### src/rtl/lcd_vram_arbiter_if.sv
// lcd_vram_arbiter_if
//   Bundles the scanout read path, the draw write path and the VRAM macro port
//   of the LCD VRAM arbiter.
//   master : the system side (lcd timing block, draw engine, VRAM macro read data).
//   slave  : the arbiter itself.
//   Signals:
//     disp_req/disp_addr         scanout read request and address
//     disp_rdata/disp_rvalid     scanout read return
//     wr_valid/wr_ready          draw write handshake
//     wr_addr/wr_data            draw write address and pixel
//     vram_en/vram_we            VRAM strobe and write enable
//     vram_addr/vram_wdata       VRAM address and write data
//     vram_rdata                 VRAM read data, one cycle after a read strobe
//     wr_level                   write FIFO occupancy
interface lcd_vram_arbiter_if #(
  parameter int ADDR_W     = 17,
  parameter int DATA_W     = 16,
  parameter int FIFO_DEPTH = 4
);
  localparam int LVL_W = $clog2(FIFO_DEPTH) + 1;

  logic              disp_req;
  logic [ADDR_W-1:0] disp_addr;
  logic [DATA_W-1:0] disp_rdata;
  logic              disp_rvalid;
  logic              wr_valid;
  logic              wr_ready;
  logic [ADDR_W-1:0] wr_addr;
  logic [DATA_W-1:0] wr_data;
  logic              vram_en;
  logic              vram_we;
  logic [ADDR_W-1:0] vram_addr;
  logic [DATA_W-1:0] vram_wdata;
  logic [DATA_W-1:0] vram_rdata;
  logic [LVL_W-1:0]  wr_level;

  modport master (
    output disp_req, disp_addr, wr_valid, wr_addr, wr_data, vram_rdata,
    input  disp_rdata, disp_rvalid, wr_ready, vram_en, vram_we, vram_addr,
           vram_wdata, wr_level
  );

  modport slave (
    input  disp_req, disp_addr, wr_valid, wr_addr, wr_data, vram_rdata,
    output disp_rdata, disp_rvalid, wr_ready, vram_en, vram_we, vram_addr,
           vram_wdata, wr_level
  );
endinterface

### src/rtl/lcd_vram_arbiter.sv
// lcd_vram_arbiter
//   Shares one single-port VRAM between the LCD scanout (reads, strict
//   priority, never stalled) and the draw engine (writes, buffered in a small
//   FIFO and drained into any cycle scanout leaves idle). Single clock domain.
//   Ports:
//     PixelClk  pixel clock
//     nRST      synchronous active-low reset
//     bus       lcd_vram_arbiter_if slave modport (scanout, draw and VRAM sides)
//   Read latency: disp_req at t -> VRAM strobe at t+1 -> disp_rvalid at t+2.
//   Write latency: accept at t -> earliest VRAM write strobe at t+2 (no bypass).
module lcd_vram_arbiter #(
  parameter int ADDR_W     = 17,
  parameter int DATA_W     = 16,
  parameter int FIFO_DEPTH = 4
) (
  input logic                PixelClk,
  input logic                nRST,
  lcd_vram_arbiter_if.slave  bus
);

  localparam int PTR_W = $clog2(FIFO_DEPTH);
  localparam int LVL_W = PTR_W + 1;
  localparam logic [LVL_W-1:0] LVL_FULL = LVL_W'(FIFO_DEPTH);

  // Operation currently presented on the VRAM port.
  typedef enum logic [1:0] {
    ST_IDLE  = 2'd0,
    ST_READ  = 2'd1,
    ST_WRITE = 2'd2
  } op_e;

  op_e               state_r;
  op_e               next_state_s;

  logic [ADDR_W-1:0] fifo_addr_r [FIFO_DEPTH];
  logic [DATA_W-1:0] fifo_data_r [FIFO_DEPTH];
  logic [PTR_W-1:0]  wr_ptr_r;
  logic [PTR_W-1:0]  rd_ptr_r;
  logic [LVL_W-1:0]  level_r;
  logic [LVL_W-1:0]  level_nxt_s;
  logic              wr_ready_r;
  logic              push_s;
  logic              pop_s;
  logic              en_s;
  logic              we_s;

  logic              vram_en_r;
  logic              vram_we_r;
  logic [ADDR_W-1:0] vram_addr_r;
  logic [DATA_W-1:0] vram_wdata_r;
  logic              rd_pend_r;

  // wr_ready_r is registered, so accepting never depends combinationally on wr_valid.
  assign push_s = bus.wr_valid & wr_ready_r;

  // Port owner state register.
  always_ff @(posedge PixelClk) begin
    if (!nRST) begin
      state_r <= ST_IDLE;
    end else begin
      state_r <= next_state_s;
    end
  end

  // Next VRAM operation: scanout read always wins, then the FIFO head, else idle.
  always_comb begin
    next_state_s = ST_IDLE;
    if (bus.disp_req) begin
      next_state_s = ST_READ;
    end else if (level_r != {LVL_W{1'b0}}) begin
      next_state_s = ST_WRITE;
    end else begin
      next_state_s = ST_IDLE;
    end
  end

  // Strobe/pop decode for the operation being registered.
  always_comb begin
    en_s  = 1'b0;
    we_s  = 1'b0;
    pop_s = 1'b0;
    case (next_state_s)
      ST_READ: begin
        en_s = 1'b1;
      end
      ST_WRITE: begin
        en_s  = 1'b1;
        we_s  = 1'b1;
        pop_s = 1'b1;
      end
      ST_IDLE: begin
        en_s = 1'b0;
      end
      default: begin
        en_s = 1'b0;
      end
    endcase
  end

  // Occupancy update; push and pop together leave the level unchanged.
  always_comb begin
    level_nxt_s = level_r;
    case ({push_s, pop_s})
      2'b10:   level_nxt_s = level_r + LVL_W'(1);
      2'b01:   level_nxt_s = level_r - LVL_W'(1);
      default: level_nxt_s = level_r;
    endcase
  end

  // FIFO pointers, level and registered ready; pointers wrap as FIFO_DEPTH is a power of 2.
  always_ff @(posedge PixelClk) begin
    if (!nRST) begin
      wr_ptr_r   <= {PTR_W{1'b0}};
      rd_ptr_r   <= {PTR_W{1'b0}};
      level_r    <= {LVL_W{1'b0}};
      wr_ready_r <= 1'b1;
    end else begin
      if (push_s) begin
        wr_ptr_r <= wr_ptr_r + PTR_W'(1);
      end
      if (pop_s) begin
        rd_ptr_r <= rd_ptr_r + PTR_W'(1);
      end
      level_r    <= level_nxt_s;
      wr_ready_r <= (level_nxt_s < LVL_FULL);
    end
  end

  // FIFO storage; contents need no reset because the pointers and level are cleared.
  always_ff @(posedge PixelClk) begin
    if (push_s) begin
      fifo_addr_r[wr_ptr_r] <= bus.wr_addr;
      fifo_data_r[wr_ptr_r] <= bus.wr_data;
    end
  end

  // Registered VRAM port; address and write data hold while idle.
  always_ff @(posedge PixelClk) begin
    if (!nRST) begin
      vram_en_r    <= 1'b0;
      vram_we_r    <= 1'b0;
      vram_addr_r  <= {ADDR_W{1'b0}};
      vram_wdata_r <= {DATA_W{1'b0}};
    end else begin
      vram_en_r <= en_s;
      vram_we_r <= we_s;
      case (next_state_s)
        ST_READ: begin
          vram_addr_r <= bus.disp_addr;
        end
        ST_WRITE: begin
          vram_addr_r  <= fifo_addr_r[rd_ptr_r];
          vram_wdata_r <= fifo_data_r[rd_ptr_r];
        end
        default: begin
          vram_addr_r <= vram_addr_r;
        end
      endcase
    end
  end

  // A read on the port this cycle means VRAM data returns next cycle.
  always_ff @(posedge PixelClk) begin
    if (!nRST) begin
      rd_pend_r <= 1'b0;
    end else begin
      rd_pend_r <= (state_r == ST_READ);
    end
  end

  assign bus.vram_en     = vram_en_r;
  assign bus.vram_we     = vram_we_r;
  assign bus.vram_addr   = vram_addr_r;
  assign bus.vram_wdata  = vram_wdata_r;
  assign bus.wr_ready    = wr_ready_r;
  assign bus.wr_level    = level_r;
  assign bus.disp_rvalid = rd_pend_r;
  // Pass VRAM data straight through only while a read return is due; 0 otherwise.
  assign bus.disp_rdata  = rd_pend_r ? bus.vram_rdata : {DATA_W{1'b0}};

endmodule

### src/flat_wrapper.sv
// flat-port wrapper written by rule: the top's interface ports become plain ports
module lcd_vram_arbiter_flat 
#(
  parameter int ADDR_W     = 17,
  parameter int DATA_W     = 16,
  parameter int FIFO_DEPTH = 4
)
  (PixelClk, nRST, bus_disp_req, bus_disp_addr, bus_wr_valid, bus_wr_addr, bus_wr_data, bus_vram_rdata, bus_disp_rdata, bus_disp_rvalid, bus_wr_ready, bus_vram_en, bus_vram_we, bus_vram_addr, bus_vram_wdata, bus_wr_level);
  lcd_vram_arbiter_if #(.ADDR_W(ADDR_W), .DATA_W(DATA_W), .FIFO_DEPTH(FIFO_DEPTH)) bus_i ();
  input logic PixelClk;
  input logic nRST;
  input wire logic [$bits(bus_i.disp_req)-1:0] bus_disp_req;
  input wire logic [$bits(bus_i.disp_addr)-1:0] bus_disp_addr;
  input wire logic [$bits(bus_i.wr_valid)-1:0] bus_wr_valid;
  input wire logic [$bits(bus_i.wr_addr)-1:0] bus_wr_addr;
  input wire logic [$bits(bus_i.wr_data)-1:0] bus_wr_data;
  input wire logic [$bits(bus_i.vram_rdata)-1:0] bus_vram_rdata;
  output wire logic [$bits(bus_i.disp_rdata)-1:0] bus_disp_rdata;
  output wire logic [$bits(bus_i.disp_rvalid)-1:0] bus_disp_rvalid;
  output wire logic [$bits(bus_i.wr_ready)-1:0] bus_wr_ready;
  output wire logic [$bits(bus_i.vram_en)-1:0] bus_vram_en;
  output wire logic [$bits(bus_i.vram_we)-1:0] bus_vram_we;
  output wire logic [$bits(bus_i.vram_addr)-1:0] bus_vram_addr;
  output wire logic [$bits(bus_i.vram_wdata)-1:0] bus_vram_wdata;
  output wire logic [$bits(bus_i.wr_level)-1:0] bus_wr_level;
  assign bus_i.disp_req = bus_disp_req;
  assign bus_i.disp_addr = bus_disp_addr;
  assign bus_i.wr_valid = bus_wr_valid;
  assign bus_i.wr_addr = bus_wr_addr;
  assign bus_i.wr_data = bus_wr_data;
  assign bus_i.vram_rdata = bus_vram_rdata;
  assign bus_disp_rdata = bus_i.disp_rdata;
  assign bus_disp_rvalid = bus_i.disp_rvalid;
  assign bus_wr_ready = bus_i.wr_ready;
  assign bus_vram_en = bus_i.vram_en;
  assign bus_vram_we = bus_i.vram_we;
  assign bus_vram_addr = bus_i.vram_addr;
  assign bus_vram_wdata = bus_i.vram_wdata;
  assign bus_wr_level = bus_i.wr_level;
  lcd_vram_arbiter #(.ADDR_W(ADDR_W), .DATA_W(DATA_W), .FIFO_DEPTH(FIFO_DEPTH)) u_core (.PixelClk(PixelClk), .nRST(nRST), .bus(bus_i));
endmodule
### config.mk
export PLATFORM = sky130hd
export DESIGN_NAME = lcd_vram_arbiter_flat
export DESIGN_NICKNAME = d
export VERILOG_FILES = /design/src/rtl/lcd_vram_arbiter_if.sv /design/src/rtl/lcd_vram_arbiter.sv /design/src/flat_wrapper.sv
export SDC_FILE = /design/constraint.sdc
export NUM_CORES = 1
export LEC_CHECK = 0
export CORE_ASPECT_RATIO = 1.75
export CORE_UTILIZATION = 56
export DETAILED_ROUTE_END_ITERATION = 8
export DONT_BUFFER_PORTS = 1
export GPL_TIMING_DRIVEN = 0
export PLACE_DENSITY_LB_ADDON = 0.2
export SYNTH_ARGS = -nofsm -noshare
export SYNTH_HDL_FRONTEND = slang
export SYNTH_SLANG_ARGS = --single-unit
### constraint.sdc
create_clock -name PixelClk -period 2.02 [get_ports PixelClk]
set_input_delay 0.202 -clock PixelClk [delete_from_list [all_inputs] [get_ports PixelClk]]
set_output_delay 0.202 -clock PixelClk [all_outputs]
set_load 0.05 [all_outputs]
Yosys cells after proc, flatten, opt, wreduce, memory -nomap -nowiden
Memories as Yosys holds them, arrays and structs flattened. A register that Yosys moved wholly into a read port is not among the register bits.
Cells that the tools add are included.

storage, ports and cells
  logic and storage cells = 37
  RAM bits = 132
  memories = 2
  register bits after elaboration = 30

operators by class
  bitwise logic cells = 1
  reduce and logical (&&, ||, !) cells = 4
  magnitude comparators = 1
  add/sub/neg operators = 4
  muxes and demuxes = 11
  equality and inequality tests = 5

memories
  memory              words  width  read ports  clocked after Yosys merged registers in  write ports  RTL line                text
  u_core.fifo_addr_r  4      17     1           1                                        1            lcd_vram_arbiter.sv:35  logic [ADDR_W-1:0] fifo_addr_r [FIFO_DEPTH];
  u_core.fifo_data_r  4      16     1           1                                        1            lcd_vram_arbiter.sv:36  logic [DATA_W-1:0] fifo_data_r [FIFO_DEPTH];

operators with widths
  operator                                          count
  case mux 17 bit (2 select lines)                  1
  two-way mux 16 bit                                1
  two-way mux 2 bit                                 4
  == test 2 x 1 -> 1 bit, second input constant     3
  case mux 3 bit (2 select lines)                   1
  adder 2 x 1 -> 2 bit, second input constant       2
  == test 2 bit, second input constant              2
  two-way mux 1 bit                                 4
  adder 3 x 1 -> 3 bit, second input constant       1
  < comparator 3 bit, second input constant         1
  nonzero test 3 bit                                1
  subtractor 3 x 1 -> 3 bit, second input constant  1
  nonzero test 2 bit                                1
  OR reduction 2 bit                                1
  bitwise AND 1 bit                                 1
  zero test 1 bit                                   1

Depth between registers and ports, before layout
  depth in word-level cells = 8
  mapped depth = 8

Worst setup path after synthesis
No wires, ideal clock.

  path kind = register to register
  from = reg u_core.level_r[0], in the netlist u_core.bus.wr_level[0]
  to = reg with a tool-made name
  cell stages (with the launch flop) = 8
  setup time = 0.115 ns
  setup slack = -0.161 ns
  buffers on the path = 0
  arrival = 2.067 ns
  cells stage by stage = dfxtp_1 > nor3_4 > nor2_1 > ha_1 > fa_1 > xnor2_1 > o21a_1 > o21a_1

RTL lines
  item                    RTL line                 text
  start, declared         lcd_vram_arbiter.sv:39   logic [LVL_W-1:0] level_r;
  start signal, assigned  lcd_vram_arbiter.sv:115  level_r <= {LVL_W{1'b0}};
  start signal, assigned  lcd_vram_arbiter.sv:124  level_r <= level_nxt_s;

==> results_dict.tcl <==
set metrics [dict create \
    numCtsBuffers 17 \
    power.total_mw 10.6 \
    muxShareOfSynthArea_pct 12.2 \
    clockRootBuffer "clkbuf_16" \
    clkPwrFrac_pct 29.9 \
    grt_pass1_vias 3657 \
    synth_top_family_by_area "multiplexers" \
    synth.most_common_cell "edfxtp_1" \
    drtAntennaViolNets 0 \
    place_area_mm2 0.00700 \
    gp_congestion 0.747 \
    fin_nets 481 \
    use_met2_pct 37.5 \
    dr.pass1.iters 6 \
    violations "design-rule violations" \
    synth_seq_cells 180 \
    worst_pin_slew_ps 577 \
    drv_slew 0 \
    die_w_um 84.9 \
    cap_violations 0 \
    dp_hpwl_mm 8.16 \
    synth_top_area_share_pct 58.8 \
    grt_antenna_before_repair 0 \
    power_density_mw_per_mm2 1330 \
    p_sw_mw 3.28 \
    async_flop_share_pct 0 \
    ys.flop_type "edfxtp_1" \
    synth_nets 422 \
    finalWirelength_mm 12.5 \
    wl_per_cell_um 22.7 \
    synth_cell_types 34 \
    drive_gt1_share_pct 18.9 \
    fp.coreArea_mm2 0.0116 \
    final_util_pct 68.3 \
    start_util_pct 57.9 \
    h-tree-depth 4 \
    io_buffer_count 0 \
    fin_crit_ps 1970 \
    grt_use_total_pct 21.7 \
    synth_fa_ha_area_share_pct 1.22 \
    p_leak_nw 2.80 \
    hold_violations 0 \
    syn_avg_cell_area_um2 19.5 \
    cp.arrival_ps 2270 \
    synth_top_cell_by_area "edfxtp_1" \
    synth-xor-area-share_pct 0.390 \
    yosys.area_share.simple_pct 4.86 \
    viasPerCell 6.18 \
    synth_common_cells "edfxtp_1, dfxtp_1, and3_1" \
    cp-end-kind "flip-flop" \
    status "finished, violations left" \
    rsz0062_at_grt "no" \
    clock-skew-final_ps 12.6 \
    sw_frac_of_total_pct 30.9 \
    cts_num_sinks 180 \
    rows 52 \
    cts_tree "built" \
    reg2reg_depth 7 \
    power_frac_comb_pct 17.5 \
    grt.met1_usage_pct 25.7 \
    gr-max-usage-layer "met2" \
    synth.area.top_cells "edfxtp_1, dfxtp_1, mux4_1, mux4_2, a221o_1" \
    die-area_mm2 0.0125 \
    finalInstanceArea_mm2 0.00796 \
    worstPathMaxFanout 4 \
    synth-compound-area-share_pct 5.57 \
    worstPathRequired_ps 2320 \
    cp-start-kind "flip-flop" \
    ir_drop_mv 0.726 \
    maxSlewHeadroom_pct 61.5 \
    gr-usage-met3_pct 5.62 \
    synth_seq_area_share_pct 73.0 \
    synth_area_mm2 0.00674 \
    drcViolationCount 19 \
    grt_pass1_wl_mm 19.6 \
    grt_max_degree 26 \
    area_growth_pct 18.0 \
    fin_crit_sh_pct 97.5 \
    clkSlewWorstSetupHoldPaths_ps 60 \
    grt_overflow 0 \
    syn_inst 346 \
    ys_warn_count 0 \
    clock_latency_ps 410 \
    whs_ps 30.9 \
    io_pins 126 \
    die_h_um 147 \
    min_path_type "input port to flip-flop" \
    synth_edf_count 132 \
    fmax_mhz 508 \
    drt_iter0_drc 181 \
    power_frac_seq_pct 52.6 \
    worstSetupPathType "flip-flop to flip-flop" \
    antenna_cells 0 \
    dr_total_vias 3411 \
    p_int_mw 7.34 \
    clk_path_buf_depth 2 \
    setup_violations 0 \
    hold_depth 2 \
    tns_ps 0 \
]
-- cell type report --
type                            instances  area, um^2
Multi-Input combinational cell        140        1660
Tap cell                              135         169
Clock buffer                           20         447
Sequential cell                       180        4940
Inverter                                5        18.8
Buffer                                 21         164
Timing Repair Buffer                   40         438
Clock inverter                         11         128
Fill cell                             725        3690
-- stage by stage --
step / setup WS [ps] / cells
2_1_floorplan: 14.2 / 346
3_3_place_gp: -491 / 481
3_5_place_dp: -254 / 485
4_1_cts: -31.2 / 552
5_1_grt: 1.56 / 552
6_report: 50.3 / 552
-- power by group through the flow --
stage | sequential, mW | clock, mW | combinational, mW
6_report | 5.59 | 3.17 | 1.86
5_1_grt | 5.64 | 3.38 | 2.01
4_1_cts | 5.59 | 3.23 | 1.86
3_5_place_dp | 5.66 | 0 | 1.74
3_3_place_gp | 5.66 | 0 | 1.63
2_1_floorplan | 5.58 | 0 | 1.32
-- per-layer routing --
layer / up-vias / routed length, um
li1: 1536 / -
met1: 1730 / 4720
met2: 132 / 6920
met3: 13 / 695
met4: 0 / 216
met5: - / 0
-- final timing paths --
path | startpoint | end | slack, ps
setup / recovery | flip-flop | flip-flop | 50
hold reg to reg | u_core.state_r[1] | u_core.bus.disp_rvalid | 400
setup reg to reg | flip-flop | flip-flop | 50
hold / removal | bus_disp_addr[11] | u_core.bus.vram_addr[11] | 30
-- timing repair --
item,in CTS,in global routing
hold endpoints to repair,134,0
resized for setup,2,7
buffers inserted,1,0
setup endpoints to repair,12,11
pin swaps,1,0
hold buffers,35,0
-- cells by family (layout without fill, tap and decap cells) --
family,count (synthesis),after routing
AO/OA/AOI/OAI,44,44
XOR/XNOR,3,3
adder cells (fa/ha/maj),6,6
buffers and inverters,26,97
flip-flops,180,180
multiplexers,34,34
AND/OR/NAND/NOR,53,53
-- flip-flops by register name (all words and copies together) (netlist names), named ones only --
signal and cells:
u_core.bus.disp_rvalid 1, u_core.fifo_addr_r 68, u_core.state_r 2, u_core.bus.vram_wdata 16, u_core.wr_ptr_r 2, u_core.bus.vram_we 1, u_core.rd_ptr_r 2, u_core.bus.vram_addr 17
u_core.bus.vram_en 1, u_core.bus.wr_ready 1, u_core.bus.wr_level 2, u_core.fifo_data_r 64
-- worst max-delay path: stages (launching register included) --
cell	delay, ps
dfxtp_4	420
nor3_4	220
nor2_1	60
ha_1	260
fa_2	370
xnor2_2	160
o21a_1	190
o21a_1	180
-- cell usage in the layout (no fill, tap or decap), drive strengths merged, types with 5 or more instances in the layout --
master	synthesis	final
inv	5	8
buf	10	15
a21oi	5	5
and2	16	16
dfxtp	48	48
clkbuf	11	31
a221o	17	17
a22o	16	16
ha	5	5
and3	22	22
edfxtp	132	132
mux4	33	33
nor2	5	5
dlygate4sd3	0	35
No activity file was read; power rests on OpenSTA's default activity.
